--- src/rtl/store_buffer_pkg.sv ---
// Shared types and helpers for the store buffer.
//   sb_entry_t  - one buffered store: word address, lane-aligned data and byte mask
//   sb_state_e  - memory issue FSM state (IDLE: no request, ISSUE: mem_req high)
//   merge_bytes - overlays the enabled byte lanes of new data onto old data
package store_buffer_pkg;

  typedef struct packed {
    logic [29:0] word_addr;
    logic [31:0] data;
    logic [3:0]  mask;
  } sb_entry_t;

  typedef enum logic {
    SB_IDLE  = 1'b0,
    SB_ISSUE = 1'b1
  } sb_state_e;

  function automatic logic [31:0] merge_bytes(input logic [31:0] old_data,
                                              input logic [31:0] new_data,
                                              input logic [3:0]  new_mask);
    logic [31:0] result;
    result = old_data;
    for (int lane = 0; lane < 4; lane++) begin
      if (new_mask[lane]) begin
        result[8*lane +: 8] = new_data[8*lane +: 8];
      end
    end
    return result;
  endfunction

endpackage

--- src/rtl/store_buffer_fwd_merge.sv ---
// store_fwd_merge: combinational store-to-load forwarding lookup.
// Entries arrive ordered by age (index 0 = oldest). For each byte lane the
// youngest valid entry whose word address matches and whose mask enables that
// lane supplies the byte.
//   entries_i      - age-ordered buffered entries
//   valid_i        - per-slot valid flags (same ordering)
//   ld_word_addr_i - word address of the load
//   fwd_data_o     - forwarded bytes, unmatched lanes zero
//   fwd_mask_o     - lanes of fwd_data_o that hold forwarded bytes
module store_fwd_merge
  import store_buffer_pkg::*;
#(
  parameter int DEPTH = 4
) (
  input  sb_entry_t [DEPTH-1:0] entries_i,
  input  logic      [DEPTH-1:0] valid_i,
  input  logic      [29:0]      ld_word_addr_i,
  output logic      [31:0]      fwd_data_o,
  output logic      [3:0]       fwd_mask_o
);

  // Walking oldest to youngest lets each younger match simply overwrite
  // its lanes, so the youngest writer wins without a priority encoder.
  always_comb begin
    fwd_data_o = '0;
    fwd_mask_o = '0;
    for (int i = 0; i < DEPTH; i++) begin
      if (valid_i[i] && (entries_i[i].word_addr == ld_word_addr_i)) begin
        fwd_data_o = merge_bytes(fwd_data_o, entries_i[i].data, entries_i[i].mask);
        fwd_mask_o = fwd_mask_o | entries_i[i].mask;
      end
    end
  end

endmodule

--- src/rtl/store_buffer.sv ---
// store_buffer: in-order write buffer between the datapath and data memory.
// Stores are queued in a DEPTH-entry FIFO; the head entry is presented to
// memory until acknowledged. Loads can pick up pending bytes via forwarding.
// Optional feature macro: STORE_BUFFER_COALESCE_EN merges a store into the
// youngest entry when it targets the same word and that entry is not the one
// currently being issued.
// Ports:
//   clk, reset                        - clock, synchronous active-high reset
//   st_valid/st_addr/st_data/st_mask  - incoming store
//   st_ready                          - store accepted when st_valid && st_ready
//   ld_addr, ld_fwd_data, ld_fwd_mask - forwarding lookup
//   mem_req/mem_addr/mem_wdata/mem_wmask, mem_ack - memory write handshake
//   empty                             - nothing pending and no request outstanding
module store_buffer
  import store_buffer_pkg::*;
#(
  parameter int DEPTH = 4
) (
  input  logic        clk,
  input  logic        reset,
  input  logic        st_valid,
  input  logic [31:0] st_addr,
  input  logic [31:0] st_data,
  input  logic [3:0]  st_mask,
  output logic        st_ready,
  input  logic [31:0] ld_addr,
  output logic [31:0] ld_fwd_data,
  output logic [3:0]  ld_fwd_mask,
  output logic        mem_req,
  output logic [29:0] mem_addr,
  output logic [31:0] mem_wdata,
  output logic [3:0]  mem_wmask,
  input  logic        mem_ack,
  output logic        empty
);

  localparam int PTR_W = (DEPTH > 1) ? $clog2(DEPTH) : 1;
  localparam int CNT_W = PTR_W + 1;

  sb_entry_t        entries_q [DEPTH];
  logic [PTR_W-1:0] head_q, head_d;
  logic [PTR_W-1:0] tail_q, tail_d;
  logic [CNT_W-1:0] count_q, count_d;
  sb_state_e        state_q, state_d;

  logic      full;
  logic      push_fire;
  logic      do_alloc;
  logic      do_pop;
  logic      coalesce_hit;
  sb_entry_t head_entry;
  sb_entry_t new_entry;

  // Byte offset bits carry no information for a word-granular buffer.
  logic unused_addr_bits;
  assign unused_addr_bits = ^{st_addr[1:0], ld_addr[1:0]};

  assign full       = (count_q == CNT_W'(DEPTH));
  assign head_entry = entries_q[head_q];
  assign new_entry  = '{word_addr: st_addr[31:2], data: st_data, mask: st_mask};

`ifdef STORE_BUFFER_COALESCE_EN
  logic [PTR_W-1:0] last_idx;
  logic             do_coalesce;

  // The youngest entry may absorb the store unless it is the only entry and
  // is already on the memory bus. A hit also accepts stores while full.
  assign last_idx     = tail_q - PTR_W'(1);
  assign coalesce_hit = (count_q != '0)
                     && (entries_q[last_idx].word_addr == st_addr[31:2])
                     && !(mem_req && (count_q == CNT_W'(1)));
  assign st_ready     = !full || coalesce_hit;
  assign do_coalesce  = push_fire && (st_mask != 4'b0000) && coalesce_hit;
`else
  assign coalesce_hit = 1'b0;
  assign st_ready     = !full;
`endif

  // Zero-mask stores are accepted but leave no trace.
  assign push_fire = st_valid && st_ready;
  assign do_alloc  = push_fire && (st_mask != 4'b0000) && !coalesce_hit;
  assign do_pop    = mem_req && mem_ack;

  assign head_d  = do_pop   ? head_q + PTR_W'(1) : head_q;
  assign tail_d  = do_alloc ? tail_q + PTR_W'(1) : tail_q;
  assign count_d = count_q + CNT_W'(do_alloc) - CNT_W'(do_pop);

  // Next-state logic looks at the post-update count so a store into an empty
  // buffer is on the bus in the very next cycle.
  always_comb begin
    state_d = state_q;
    case (state_q)
      SB_IDLE:  if (count_d != '0) state_d = SB_ISSUE;
      SB_ISSUE: if (do_pop && (count_d == '0)) state_d = SB_IDLE;
      default:  state_d = SB_IDLE;
    endcase
  end

  always_ff @(posedge clk) begin
    if (reset) begin
      head_q  <= '0;
      tail_q  <= '0;
      count_q <= '0;
      state_q <= SB_IDLE;
    end else begin
      head_q  <= head_d;
      tail_q  <= tail_d;
      count_q <= count_d;
      state_q <= state_d;
    end
  end

  // Entry storage needs no reset: occupancy is tracked by the pointers.
  always_ff @(posedge clk) begin
    if (do_alloc) begin
      entries_q[tail_q] <= new_entry;
    end
`ifdef STORE_BUFFER_COALESCE_EN
    if (do_coalesce) begin
      entries_q[last_idx] <= '{word_addr: entries_q[last_idx].word_addr,
                               data:      merge_bytes(entries_q[last_idx].data, st_data, st_mask),
                               mask:      entries_q[last_idx].mask | st_mask};
    end
`endif
  end

  assign mem_req   = (state_q == SB_ISSUE);
  assign mem_addr  = head_entry.word_addr;
  assign mem_wdata = head_entry.data;
  assign mem_wmask = head_entry.mask;
  assign empty     = (count_q == '0) && !mem_req;

  // Present the ring contents to the forwarding unit oldest-first.
  sb_entry_t [DEPTH-1:0] ordered_entries;
  logic      [DEPTH-1:0] ordered_valid;

  always_comb begin
    for (int i = 0; i < DEPTH; i++) begin
      ordered_entries[i] = entries_q[head_q + PTR_W'(i)];
      ordered_valid[i]   = (CNT_W'(i) < count_q);
    end
  end

  store_fwd_merge #(
    .DEPTH (DEPTH)
  ) u_fwd (
    .entries_i      (ordered_entries),
    .valid_i        (ordered_valid),
    .ld_word_addr_i (ld_addr[31:2]),
    .fwd_data_o     (ld_fwd_data),
    .fwd_mask_o     (ld_fwd_mask)
  );

endmodule

--- config.mk ---
export PLATFORM = sky130hd
export DESIGN_NAME = store_buffer
export DESIGN_NICKNAME = d
export VERILOG_FILES = /design/src/rtl/store_buffer_pkg.sv /design/src/rtl/store_buffer_fwd_merge.sv /design/src/rtl/store_buffer.sv
export SDC_FILE = /design/constraint.sdc
export NUM_CORES = 1
export LEC_CHECK = 0
export ABC_AREA = 1
export CAP_MARGIN = 0
export CELL_PAD_IN_SITES_DETAIL_PLACEMENT = 1
export CELL_PAD_IN_SITES_GLOBAL_PLACEMENT = 2
export CORE_UTILIZATION = 35
export DETAILED_ROUTE_END_ITERATION = 16
export GPL_TIMING_DRIVEN = 0
export PLACE_DENSITY_LB_ADDON = 0.1
export RECOVER_POWER = 50
export SYNTH_ARGS = -nofsm -noshare
export SYNTH_HDL_FRONTEND = slang
export SYNTH_SLANG_ARGS = --single-unit
--- constraint.sdc ---
create_clock -name clk -period 7.2 [get_ports clk]
set_clock_uncertainty 0.05 [all_clocks]
set_input_delay 1.44 -clock clk [delete_from_list [all_inputs] [get_ports clk]]
set_output_delay 1.44 -clock clk [all_outputs]
set_load 0.005 [all_outputs]
# Yosys cells after proc, flatten, opt, wreduce, memory -nomap -nowiden
# Memories as Yosys holds them, arrays and structs flattened. A register that Yosys moved wholly into a read port is not among the register bits.
# Cells that the tools add are included.
dict set report totals {
  reg_bits 8
  ram_bits 264
  inputBits 104
  out_inout_bits 105
  wordCells 70
  mem_count 1
}
dict set report classes {
  n_addsub 6
  magnitude_cmp 4
  n_eq_ne 5
  n_mux 31
  bitwise_logic 4
  n_reduce_logical 15
}
# name depth word_bits read_ports rd_clocked_by_memory_dff write_ports line_no
set memory_table {}
lappend memory_table {entries_q 4 66 4 1 1 store_buffer.sv:40} ;# sb_entry_t entries_q [DEPTH];
# operator count
set op_table {}
lappend op_table {{two-way mux 32 bit} 4}
lappend op_table {{two-way mux 8 bit} 16}
lappend op_table {{== test 30 bit} 4}
lappend op_table {{two-way mux 4 bit} 4}
lappend op_table {{bitwise OR 4 bit} 3}
lappend op_table {{logical AND 1 bit} 9}
lappend op_table {{zero test 3 bit} 2}
lappend op_table {{less-than comparator 1 x 3 -> 1 bit, first input constant} 2}
lappend op_table {{less-than comparator 2 x 3 -> 1 bit, first input constant} 2}
lappend op_table {{adder 2 x 1 -> 2 bit, second input constant} 2}
lappend op_table {{adder 2 bit, second input constant} 2}
lappend op_table {{two-way mux 1 bit} 4}
lappend op_table {{two-way mux 2 bit} 2}
lappend op_table {{nonzero test 4 bit} 1}
lappend op_table {{adder 3 x 1 -> 3 bit} 1}
lappend op_table {{== test 3 bit, second input constant} 1}
lappend op_table {{nonzero test 3 bit} 1}
lappend op_table {{subtractor 3 x 1 -> 3 bit} 1}
lappend op_table {{zero test 1 bit} 2}
lappend op_table {{one-hot mux 1 bit (2 select lines)} 1}
lappend op_table {{inverter 1 bit} 1}

# Longest topological paths before layout
dict set report logic_depth {
  word_depth 10
  depth_mapped 21
  ltp_nobuf 18
}

# Hierarchy
# From an unflattened synthesis, not the netlist that was laid out.
dict set report unflattened {
  cells_unflattened 2539
  hier_area_um2 19163.4
}
# mod n_inst cells_per_inst area_per_inst_um2 seq_area_each_um2
set modules_own_cells {}
lappend modules_own_cells {store_buffer 1 1655 15050.7 8127.8}
lappend modules_own_cells {store_fwd_merge 1 884 4112.7 0.0}

# Worst setup path before layout
# No wires, ideal clock.
dict set report synth_path {
  kind {input to register}
  startpoint {in st_mask[0]}
  endpoint {mem entries_q[0][0] (netlist name), enable pin}
  setup_time_ns 0.491
  t_arrival_ns 4.534
  required_ns 6.659
  slack_ns 2.126
  path_stages 3
  path_buffers 0
  cell_sequence {or4_1 > nand3_1 > nor2_1}
}
dict set report synth_via {
  elab_chain_len 4
}
# item line_no
set synth_rtl {}
lappend synth_rtl {{start, declared} store_buffer.sv:24} ;# input logic [3:0] st_mask,
lappend synth_rtl {{nonzero test 4 bit} store_buffer.sv:81} ;# assign do_alloc = push_fire && (st_mask != 4'b0000) && !coalesce_hit;
lappend synth_rtl {{logical AND 1 bit} store_buffer.sv:81}
lappend synth_rtl {{two-way mux 1 bit} store_buffer.sv:115} ;# if (do_alloc) begin
lappend synth_rtl {{two-way mux 1 bit (not written as such)} store_buffer.sv:116} ;# entries_q[tail_q] <= new_entry;
lappend synth_rtl {{end, declared} store_buffer.sv:40}
# No other way between the ends.

# Worst setup path in the final report
dict set report layout_path {
  startpoint {reg head_q[1]}
  endpoint {out ld_fwd_data[25]}
}
dict set report layout_via {
  elab_chain_len 9
  word_cells_on_any_way 16
  cone_classes {3 x add/sub; 3 x eq/ne; 6 x mux; 3 x reduce/logical; 1 x memory}
}
# item line_no
set layout_rtl {}
lappend layout_rtl {{start, declared} store_buffer.sv:41} ;# logic [PTR_W-1:0] head_q, head_d;
lappend layout_rtl {{start signal, assigned} store_buffer.sv:101} ;# head_q <= '0;
lappend layout_rtl {{start signal, assigned} store_buffer.sv:106} ;# head_q <= head_d;
lappend layout_rtl {{adder 2 x 1 -> 2 bit} store_buffer.sv:139} ;# ordered_entries[i] = entries_q[head_q + PTR_W'(i)];
lappend layout_rtl {{memory read (4 x 66 bit) *} n/a}
lappend layout_rtl {{== test 30 bit} store_buffer_fwd_merge.sv:28} ;# if (valid_i[i] && (entries_i[i].word_addr == ld_word_addr_i)) begin
lappend layout_rtl {{logical AND 1 bit} store_buffer_fwd_merge.sv:28}
lappend layout_rtl {{two-way mux 32 bit} store_buffer_fwd_merge.sv:28}
lappend layout_rtl {{two-way mux 8 bit} store_buffer_pkg.sv:24} ;# if (new_mask[lane]) begin
lappend layout_rtl {{two-way mux 32 bit} store_buffer_fwd_merge.sv:28}
lappend layout_rtl {{two-way mux 8 bit} store_buffer_pkg.sv:24}
lappend layout_rtl {{two-way mux 32 bit *} store_buffer_fwd_merge.sv:28}
lappend layout_rtl {{end, declared} store_buffer.sv:27} ;# output logic [31:0] ld_fwd_data,
# Every way passes the cells marked *; elsewhere a longest branch is shown, timed or not.

==> impl_results.rst <==
.. list-table::
   :header-rows: 1

   * - Metric
     - Value
   * - # fillers
     - between 6000 and 7000
   * - Failing checks
     - capacitance limit, slew limit
   * - Worst ir drop on vdd
     - ~0.19 mV
   * - Outcome
     - finished with violations
   * - Routed length per placed instance
     - between 20 and 30 um
   * - Area growth from synthesis to layout
     - 22.8%
   * - Via total after detailed routing
     - around 22000
   * - Last weighted congestion value of the routability-driven placer
     - ~0.94
   * - Number of violations reported at the end of detailed-routing iteration 0
     - roughly 2600
   * - List of cells traversed by the critical path
     - nand2_2 -> nand2_1 -> clkbuf_1 -> buf_4 -> nand2_1 -> nand3_1 -> nand4_1 -> nor2_1 -> nand2_1 -> nor2_4 -> nand3_2 -> inv_1 -> nand2_1 -> nand2_1 -> clkdlybuf4s50_1
   * - Worst setup path end
     - ld_fwd_data[25]
   * - Synthesis Warnings
     - 0
   * - P_leak
     - ~11 nW
   * - RR Startpoint
     - count_q[2]
   * - Bufs on Longest Clock Path
     - 3
   * - Buffers plus inverters on the worst setup path
     - 4
   * - Capturing point of the worst reg2reg path
     - entries_q[0][13]
   * - Cell seen most often among critical-path stages
     - nand2_1
   * - Number of DRC violations after detailed routing
     - 0
   * - Synth Register Bits
     - 274
   * - Initial Utilization
     - approximately 35%
   * - Critical path required time
     - about 5.7 ns
   * - Port buffer count
     - between 200 and 250
   * - Relative contribution of the clock network to total power
     - a little under a quarter
   * - Seq/Total Area, Yosys
     - a little over two fifths
   * - Part of the total power dissipated in sequential elements
     - approximately 27%
   * - Overall die width
     - approximately 240 um
   * - Post-layout net count
     - 3174
   * - Fin cells
     - 3786
   * - Cell type group with the largest total delay on the critical path
     - simple AND/OR/NAND/NOR gates
   * - Die ar.
     - about 55000 um^2
   * - Mapped Nets
     - approximately 3000
   * - Part of the total power dissipated in combinational logic
     - between 50 and 60%
   * - Setup TNS after final layout
     - 0 ns
   * - Worst-path fanout max
     - 10
   * - Count of cell types in the netlist
     - 38
   * - PD cells
     - about 320 nW/um^2
   * - Internal power component
     - between 0.004 and 0.005 W
   * - First-pass detailed-route iteration total
     - 5
   * - Antenna-violating nets left
     - 0
   * - Remaining global-route overflow
     - 0
   * - Syn Inst Count
     - around 2800
   * - Element type at the critical path start
     - flip-flop
   * - Hold-fix buffers, CTS
     - 0
   * - Post-synthesis instance area
     - approximately 19000 um^2
   * - Count of cell instances traversed by the critical path
     - 15
   * - Share of post-route cells with drive strength above 1
     - 4.60%
   * - Die Ht
     - between 200 and 250 um
   * - Critical path class
     - flip-flop to primary output
   * - Library cell contributing the largest single delay on the critical path
     - clkbuf_1
   * - Beginning of the critical path
     - head_q[1]
   * - Critical Path AT
     - ~5.7 ns
   * - Kind of end point of the critical path
     - primary output
   * - Wire length of the first global-routing pass
     - between 100 and 150 mm
   * - Total routing usage reported by global routing
     - a little over a third
   * - Final critical delay including setup and external delays
     - between 7 and 8 ns
   * - Worst-case register-to-register setup slack
     - 3.13 ns
   * - Ports
     - between 200 and 250
   * - Clock root buffer
     - clkbuf_16
   * - Transition time of the tightest slew-check pin
     - ~1.8 ns
   * - Largest stage delay on the critical path
     - ~0.77 ns
   * - Number of global-route vias before repair
     - around 22000
   * - Sw power
     - between 0.003 and 0.004 W
   * - Number of antenna violations at the first check in global routing
     - 3
   * - Sw Ratio
     - about 47%
   * - Final WL
     - about 100 mm
   * - Length in cells of the worst reg-to-reg path
     - 5
   * - Number of cells after detailed placement
     - around 3700
   * - Fmax
     - 0.140 GHz
   * - HPWL reported at the end of detailed placement
     - 73.6 mm
   * - Clock tree from TritonCTS
     - built
   * - Max capacitance violation total
     - 1
   * - Core Box Area
     - around 54000 um^2
   * - Num CTS Buffers
     - 36
   * - Final Hold Violating Endpoints
     - 0
   * - Total count of max-transition violations in the final report
     - 17
   * - Cell row count
     - 85
   * - Unrepaired setup endpoints after global routing
     - no
   * - Final clock period utilization by the worst path
     - 99.2%
   * - Clock insertion delay at the later pin of the skew report
     - around 0.56 ns
   * - Utilization after layout
     - 43.4%
   * - Ratio of routed vias to standard cells
     - around 5.7
   * - TritonCTS sink count
     - ~270
   * - Hold crit path type
     - flip-flop to flip-flop
   * - Clock-pin slew on the worst setup and hold paths
     - about 0.050 ns
   * - Post-route total power
     - about 0.0076 W
   * - Average size of a mapped cell
     - between 6 and 7 um^2
   * - Remaining max-slew budget at the tightest pin
     - -20.4%
   * - Pin count of the biggest net entering global routing
     - 24
   * - Depth of the CTS H-tree
     - 2
   * - Count of endpoints failing setup in the final report
     - 0
==> layout by cell type, fill, tap and decap left out, types with 43 or more instances in the layout <==
| master | synthesis | layout |
|---|---|---|
| a21oi_1 | 81 | 81 |
| buf_2 | 44 | 43 |
| clkbuf_1 | 77 | 85 |
| clkdlybuf4s50_1 | 0 | 135 |
| dlygate4sd3_1 | 0 | 69 |
| edfxtp_1 | 264 | 264 |
| inv_1 | 269 | 269 |
| nand2_1 | 1250 | 1250 |
| nand3_1 | 258 | 258 |
| nor2_1 | 151 | 146 |
| o21ai_0 | 229 | 229 |
==> power groups by stage <==
stage	Clock (W)	Combinational (W)	Sequential, W
6_report	0.00174	0.00380	0.00205
5_1_grt	0.00181	0.00403	0.00206
4_1_cts	0.00176	0.00372	0.00204
3_5_place_dp	0	0.00370	0.00207
3_3_place_gp	0	0.00356	0.00211
2_1_floorplan	0	0.00190	0.00205
==> cell type report <==
class | instances | area (um^2) | share of cell area (%)
inverter | 277 | 1050 | 4.47
clock buffer | 43 | 927 | 3.97
tap | 696 | 871 | 3.72
multi-input combinational | 2117 | 9320 | 39.9
timing repair buffer | 221 | 2320 | 9.93
buffer | 134 | 583 | 2.49
clock inverter | 19 | 168 | 0.717
sequential | 274 | 8130 | 34.8
antenna | 5 | 12.5 | 0.0535
==> flip-flops by register name, indices dropped and copies added (netlist names), named ones only <==
register   flops
tail_q         2
count_q        3
entries_q    264
mem_req        1
head_q         2
==> repair_timing <==
action	CTS	global route
gates resized for setup	4	5
buffers inserted	0	0
pin swaps	0	0
endpoints found under the setup margin	16	30
gates cloned	0	0
==> worst min-delay path: cells and delay by family, from the launching register on <==
family | cells | cell delay [ns]
buf+inv | 1 | 0.10
compound gates | 1 | 0.07
flops | 1 | 0.33
==> kinds of logic (layout without fill, tap and decap cells) <==
family                   Yosys count  count (layout)  share of synthesized area, %
flip-flops                       274             274                          42.7
buffers and inverters            411             694                          8.52
multiplexers                       1               1                        0.0526
other                              0               5                             0
AO/OA/AOI/OAI                    397             397                          11.6
XOR/XNOR                          19              19                         0.874
AND/OR/NAND/NOR                 1691            1691                          35.6
adder cells (fa/ha/maj)            9               9                         0.631
==> routing by layer <==
| metal | vias up | wire (um) | track usage, % |
|---|---|---|---|
| met1 | 10700 | 44000 | 49.4 |
| li1 | 9667 | - | - |
| met3 | 196 | 8840 | 6.19 |
| met5 | - | 11 | 0 |
| met2 | 1036 | 43400 | 54.9 |
| met4 | 2 | 3530 | 13.1 |
==> metrics by stage <==
step	area [um^2]	setup slack (ns)	hold WS, ns
after floorplan	19000	2.13	0.440
after global placement	22000	-2.50	0.464
after detailed placement	22300	0.431	0.488
after CTS	23400	0.0439	0.495
after global routing	23400	0.0419	0.522
final	23400	0.0580	0.493
==> worst min-delay path by stage <==
stage                 to      start  cells after the start  slack, ns
6_report       tail_q[1]  tail_q[1]                      2       0.49
5_1_grt        tail_q[1]  tail_q[1]                      2       0.52
4_1_cts        tail_q[1]  tail_q[1]                      2       0.50
3_5_place_dp   tail_q[1]  tail_q[1]                      2       0.49
3_3_place_gp   tail_q[1]  tail_q[1]                      2       0.46
2_1_floorplan  tail_q[1]  tail_q[1]                      2       0.44
==> cells in the mapped netlist (all sizes together) <==
| cell type | number | area (um^2) |
|---|---|---|
| a221oi | 36 | 315 |
| nor3 | 1 | 5.00 |
| o22ai | 38 | 238 |
| inv | 271 | 1020 |
| buf | 57 | 292 |
| nor2 | 156 | 603 |
| a32oi | 4 | 35.0 |
| or2 | 3 | 18.8 |
| mux2i | 1 | 10.0 |
| a22oi | 1 | 7.51 |
| nor4 | 1 | 6.26 |
| a211oi | 1 | 7.51 |
| nand3b | 1 | 7.51 |
| edfxtp | 264 | 7930 |
| clkbuf | 77 | 289 |
| ha | 8 | 100 |
| dfxtp | 10 | 200 |
| or4 | 1 | 7.51 |
| o211ai | 2 | 15.0 |
| a21oi | 81 | 405 |
| o2111ai | 4 | 35.0 |
| xor2 | 19 | 166 |
| nand4 | 9 | 56.3 |
| o21ai | 230 | 1150 |
| clkinv | 6 | 22.5 |
| nand3 | 266 | 1370 |
| nand2 | 1253 | 4710 |
| fa | 1 | 20.0 |
(Power assumes the default switching activity.)
